**src/rtl/axi_wr_master.sv**
```systemverilog
// rtl/axi_wr_master.sv - single-outstanding AXI write burst master
// Takes one command plus its data beats, issues AW/W, and reports the B response.
module axi_wr_master #(
  parameter int unsigned BRESP_TIMEOUT = 256
) (
  input  logic        clk,
  input  logic        resetn,
  input  logic        cmd_valid,
  output logic        cmd_ready,
  input  logic [3:0]  cmd_id,
  input  logic [31:0] cmd_addr,
  input  logic [3:0]  cmd_len,
  input  logic [2:0]  cmd_size,
  input  logic [1:0]  cmd_burst,
  input  logic        s_wvalid,
  output logic        s_wready,
  input  logic [31:0] s_wdata,
  input  logic [3:0]  s_wstrb,
  output logic        done_valid,
  output logic [3:0]  done_id,
  output logic [1:0]  done_resp,
  output logic        done_idmis,
  output logic        awvalid,
  input  logic        awready,
  output logic [3:0]  awid,
  output logic [31:0] awaddr,
  output logic [3:0]  awlen,
  output logic [2:0]  awsize,
  output logic [1:0]  awburst,
  output logic        wvalid,
  input  logic        wready,
  output logic [3:0]  wid,
  output logic [31:0] wdata,
  output logic [3:0]  wstrb,
  output logic        wlast,
  input  logic        bvalid,
  output logic        bready,
  input  logic [3:0]  bid,
  input  logic [1:0]  bresp
);

  localparam int unsigned TW   = (BRESP_TIMEOUT > 1) ? $clog2(BRESP_TIMEOUT) : 1;
  localparam int unsigned TLIM = (BRESP_TIMEOUT == 0) ? 0 : BRESP_TIMEOUT - 1;
  localparam logic [TW-1:0] TLIM_V = TW'(TLIM);

  typedef enum logic [2:0] {
    S_IDLE,
    S_ADDR,
    S_DATA,
    S_RESP,
    S_ERR
  } state_t;

  state_t       r_state;
  state_t       w_next;
  logic [3:0]   r_id;
  logic [31:0]  r_addr;
  logic [3:0]   r_len;
  logic [2:0]   r_size;
  logic [1:0]   r_burst;
  logic [3:0]   r_beat;
  logic [TW-1:0] r_tcnt;
  logic         r_done_valid;
  logic [3:0]   r_done_id;
  logic [1:0]   r_done_resp;
  logic         r_done_idmis;

  logic         w_illegal;
  logic         w_wrap_len_ok;
  logic         w_aw_hs;
  logic         w_w_hs;
  logic         w_timeout;
  logic         w_done_set;
  logic [1:0]   w_done_resp;
  logic         w_done_idmis;

  // WRAP bursts must cover 2, 4, 8 or 16 beats.
  assign w_wrap_len_ok = (cmd_len == 4'd1) || (cmd_len == 4'd3) ||
                         (cmd_len == 4'd7) || (cmd_len == 4'd15);
  assign w_illegal = (cmd_burst == 2'b11) || (cmd_size > 3'd2) ||
                     ((cmd_burst == 2'b10) && !w_wrap_len_ok);

  assign w_aw_hs   = (r_state == S_ADDR) && awready;
  assign w_w_hs    = (r_state == S_DATA) && s_wvalid && wready;
  assign w_timeout = (BRESP_TIMEOUT != 0) && (r_tcnt == TLIM_V);

  assign awid    = r_id;
  assign awaddr  = r_addr;
  assign awlen   = r_len;
  assign awsize  = r_size;
  assign awburst = r_burst;

  assign done_valid = r_done_valid;
  assign done_id    = r_done_id;
  assign done_resp  = r_done_resp;
  assign done_idmis = r_done_idmis;

  always_comb begin
    w_next       = r_state;
    cmd_ready    = 1'b0;
    awvalid      = 1'b0;
    wvalid       = 1'b0;
    s_wready     = 1'b0;
    wid          = 4'd0;
    wdata        = 32'd0;
    wstrb        = 4'd0;
    wlast        = 1'b0;
    bready       = 1'b0;
    w_done_set   = 1'b0;
    w_done_resp  = 2'b00;
    w_done_idmis = 1'b0;
    case (r_state)
      S_IDLE: begin
        cmd_ready = 1'b1;
        if (cmd_valid) begin
          w_next = w_illegal ? S_ERR : S_ADDR;
        end
      end
      S_ADDR: begin
        awvalid = 1'b1;
        if (awready) begin
          w_next = S_DATA;
        end
      end
      S_DATA: begin
        wvalid   = s_wvalid;
        s_wready = wready;
        wid      = r_id;
        wdata    = s_wdata;
        wstrb    = s_wstrb;
        wlast    = (r_beat == r_len);
        if (w_w_hs && (r_beat == r_len)) begin
          w_next = S_RESP;
        end
      end
      S_RESP: begin
        bready = 1'b1;
        if (bvalid) begin
          w_done_set   = 1'b1;
          w_done_resp  = bresp;
          w_done_idmis = (bid != r_id);
          w_next       = S_IDLE;
        end else if (w_timeout) begin
          w_done_set  = 1'b1;
          w_done_resp = 2'b11;
          w_next      = S_IDLE;
        end
      end
      S_ERR: begin
        w_done_set  = 1'b1;
        w_done_resp = 2'b10;
        w_next      = S_IDLE;
      end
      default: begin
        w_next = S_IDLE;
      end
    endcase
  end

  always_ff @(posedge clk or negedge resetn) begin
    if (!resetn) begin
      r_state      <= S_IDLE;
      r_id         <= 4'd0;
      r_addr       <= 32'd0;
      r_len        <= 4'd0;
      r_size       <= 3'd0;
      r_burst      <= 2'd0;
      r_beat       <= 4'd0;
      r_tcnt       <= '0;
      r_done_valid <= 1'b0;
      r_done_id    <= 4'd0;
      r_done_resp  <= 2'd0;
      r_done_idmis <= 1'b0;
    end else begin
      r_state <= w_next;
      if ((r_state == S_IDLE) && cmd_valid) begin
        r_id    <= cmd_id;
        r_addr  <= cmd_addr;
        r_len   <= cmd_len;
        r_size  <= cmd_size;
        r_burst <= cmd_burst;
      end
      if (w_aw_hs) begin
        r_beat <= 4'd0;
      end else if (w_w_hs) begin
        r_beat <= r_beat + 4'd1;
      end
      // Held at zero outside RESP so every response wait starts fresh.
      if (r_state != S_RESP) begin
        r_tcnt <= '0;
      end else if (r_tcnt != TLIM_V) begin
        r_tcnt <= r_tcnt + 1'b1;
      end
      r_done_valid <= w_done_set;
      if (w_done_set) begin
        r_done_id    <= r_id;
        r_done_resp  <= w_done_resp;
        r_done_idmis <= w_done_idmis;
      end
    end
  end

endmodule
```
**config.mk**
```make
export PLATFORM = sky130hd
export DESIGN_NAME = axi_wr_master
export DESIGN_NICKNAME = d
export VERILOG_FILES = /design/src/rtl/axi_wr_master.sv
export SDC_FILE = /design/constraint.sdc
export NUM_CORES = 1
export LEC_CHECK = 0
export ABC_AREA = 1
export CORE_AREA = 2 2 87 89
export CTS_BUF_LIST = sky130_fd_sc_hd__clkbuf_2
export CTS_CLUSTER_SIZE = 25
export DETAILED_ROUTE_END_ITERATION = 12
export DIE_AREA = 0 0 89 91
export DONT_BUFFER_PORTS = 1
export HOLD_SLACK_MARGIN = 0.02
export PLACE_DENSITY = 0.66
export SLEW_MARGIN = 20
export SYNTH_ARGS = -nofsm -noshare
export SYNTH_HDL_FRONTEND = slang
export SYNTH_SLANG_ARGS = --single-unit
```
**constraint.sdc**
```tcl
create_clock -name clk -period 4.03 [get_ports clk]
set_clock_uncertainty 0.2 [all_clocks]
set_input_delay 0.6045 -clock clk [delete_from_list [all_inputs] [get_ports clk]]
set_output_delay 0.6045 -clock clk [all_outputs]
set_load 0.02 [all_outputs]
```
==> flow_metrics.py <==
metrics = {
    "critical_path": {
        "kind_of_critical_path": "flip-flop to primary output",
        "required_ns": 3.23,
        "setup.reg_to_reg.worst_slack_ns": 1.81,
        "reg2reg_depth": 5,
        "timing.critical_path.arrival_ns": 2.04,
        "end_kind": "primary output",
        "cp-start-kind": "flip-flop",
        "worst_r2r_startpoint": "r_state[2]$_DFFE_PN0P_",
        "r2r-end": "awaddr[15]$_DFFE_PN0P_",
        "path_max_fanout": 44,
        "critPathLaunch": "r_state[2]$_DFFE_PN0P_",
    },
    "clock_tree": {
        "tritoncts": "built",
        "cts.htree.levels": 3,
        "clock_latency_ns": 0.50,
        "cts.path.max_buffers": 2,
        "post_cts.repair.setup_buffers": 0,
        "clock_sink_count": 68,
        "tritoncts.num_buffers": 9,
        "clkTransAtPathRegs_ns": 0.20,
        "root_buffer": "clkbuf_2",
        "number_of_cells_upsized_or_downsized_after_cts": 0,
    },
    "finish": {
        "final_net_count": 511,
        "num_antenna_cells": 0,
        "fin_util_pct": 57.5,
        "stdcell_count": 519,
        "area.growth.synth_to_final_pct": 18.4,
        "ratio_of_cells_with_drive_above_1_in_the_final_layout_pct": 16.2,
        "fin_area_um2": 4110,
    },
    "yosys": {
        "synth_sequential_area_ratio_pct": 49.1,
        "synth-edff-count": 0,
        "yosysWarningCount": 0,
        "syn-instance-count": 366,
        "synth_async_sr_flop_share_pct": 100,
        "synth_seq_cells": 68,
        "postSynthAreaPerCell_um2": 9.48,
        "netlist-cell-type-count": 30,
        "yosys_most_used_dff": "dfrtp_1",
        "mappedNetlistNets": 462,
        "synth_area_um2": 3470,
    },
    "global_routing": {
        "grt_first_pass_wirelength_mm": 13.2,
        "groute.usage.overall_pct": 21.2,
        "antenna_found_initial": 0,
        "grt_pass1_vias": 2622,
        "global_route.overflow_total": 0,
        "grt_start_max_net_pins": 69,
    },
    "timing": {
        "layout_worst_path_cycle_share_pct": 70.6,
        "worst_slew_pin_slew_ns": 0.830,
        "fin_crit_ns": 2.84,
        "slew-limit-headroom_pct": 44.7,
        "rsz0062_at_grt": "false",
        "hold_ws_ns": 0.101,
        "fmax_mhz": 352,
        "final_ws_setup_ns": 1.19,
        "timing.final.max_slew_violations": 0,
        "report.final.setup_viol": 0,
        "final.setup.tns_ns": 0,
        "final_hold_viol_count": 0,
    },
    "power_and_ir_drop": {
        "cellLeakagePower_nw": 2.13,
        "overall_power_mw": 3.10,
        "power_density_nw_per_um2": 756,
        "peakVddDrop_mv": 0.380,
    },
    "die": {
        "die_height_um": 91,
        "design.die.area_um2": 8100,
        "std_cell_rows": 31,
        "die_width_um": 89,
        "initial_utilization_pct": 48.6,
        "fp.coreArea_um2": 7140,
        "boundaryPins": 193,
    },
    "placed_design": {
        "buffer_ports.inserted": 0,
        "placement.setup.worst_slack_ns": 1.78,
        "placedInstanceArea_um2": 3500,
        "gp_congestion": 0.877,
        "dp.cells": 454,
        "dpl.hpwl_mm": 5.68,
    },
    "min_path": {
        "timing.hold.worst_endpoint": "done_resp[0]$_DFFE_PN0P_",
        "holdPathStages": 3,
        "hp-start": "bvalid",
        "hp-class": "input pin to flip-flop",
    },
    "drt": {
        "wl_mm": 8.24,
        "wire_per_inst_um": 15.9,
        "detail-route-antenna-nets": 0,
        "post-route-drc-count": 0,
        "route.vias.total": 2586,
        "drt_iter0_markers": 118,
        "drt_first_pass_iters": 5,
        "routed_via_density": 4.98,
    },
    "flow_run": {
        "drv.max_cap_violation_count": 0,
    },
    "status": {
        "run_status": "finished, final reports clean",
    },
}
## report_power, final
part / switching, mW / internal, mW / leakage [nW]
registers: 0.584 / 0.972 / 0.816
clock network: 0.264 / 0.0822 / 0.0486
logic: 0.686 / 0.516 / 1.26
total: 1.53 / 1.57 / 2.13
## kinds of logic (layout without fill, tap and decap cells)
kind of cell | after synthesis | after routing | share of synthesized area [%]
mux | 37 | 37 | 15.7
flops | 68 | 68 | 49.1
simple gates | 133 | 133 | 16.7
compound gates | 35 | 35 | 5.84
buf+inv | 86 | 140 | 10.7
xor+xnor | 5 | 5 | 1.26
fa+ha+maj | 2 | 2 | 0.721
## registers in the layout (all words and copies together) (netlist names)
| name | flops |
|---|---|
| r_state | 3 |
| done_resp | 2 |
| awburst | 2 |
| awid | 4 |
| r_beat | 4 |
| done_id | 4 |
| awsize | 3 |
| done_valid | 1 |
| awlen | 4 |
| awaddr | 32 |
| r_tcnt | 8 |
| done_idmis | 1 |
## layout by cell type, fill, tap and decap left out, types with 5 or more instances in the layout
master         count
o21ai_1           11
nand2_1           40
mux2_4            34
nand3_1           13
clkbuf_2           9
a21oi_1           13
inv_1             71
nor2_1            61
dlygate4sd3_1     48
dfrtp_1           68
nand4_1            5
## synth_stat cells, types with 4 or more instances
library cell	count	area (um^2)
nor2_1	61	229
a21oi_2	4	35.0
dfrtp_1	68	1700
nor3_1	4	20.0
xnor2_1	4	35.0
clkbuf_1	4	15.0
nand3_1	13	65.1
nor2_2	4	25.0
inv_2	4	15.0
a21oi_1	13	65.1
buf_6	5	56.3
mux2_4	34	510
nand2_1	40	150
inv_1	71	267
o21ai_1	11	55.1
nand4_1	5	31.3
## layer usage
layer	up-vias	GRT usage, %	share of wire, %
met5	-	0	0
met4	0	7.21	2.1
met3	15	5.82	5.3
met2	95	32.3	49
met1	1237	29.0	43
li1	1239	-	-
## worst max-delay path by stage
stage                           end  slack [ns]  cells past startpoint
after CTS                     wlast        1.17                      3
after global routing      wdata[17]        1.02                      4
after floorplan            wdata[0]        1.97                      4
after global placement        wlast        1.87                      3
final                     wdata[17]        1.19                      3
after detailed placement      wlast        1.78                      3
## critical path: stages (launching register included)
cell and delay, ns:
dfrtp_1 0.48, nor3_2 0.29, inv_2 0.32, nor2_1 0.44
## area by class of cell
type | count | area, um^2
Clock buffer | 9 | 45.0
Clock inverter | 7 | 51.3
Fill cell | 643 | 3030
Inverter | 75 | 282
Multi-Input combinational cell | 212 | 1390
Sequential cell | 68 | 1700
Tap cell | 99 | 124
Timing Repair Buffer | 49 | 508
## what timing repair did
item	4_1_cts	5_1_grt
endpoints found under the hold margin	115	0
endpoints found under the setup margin	0	0
hold buffers	49	0
Power figures use the tool's default switching activity.
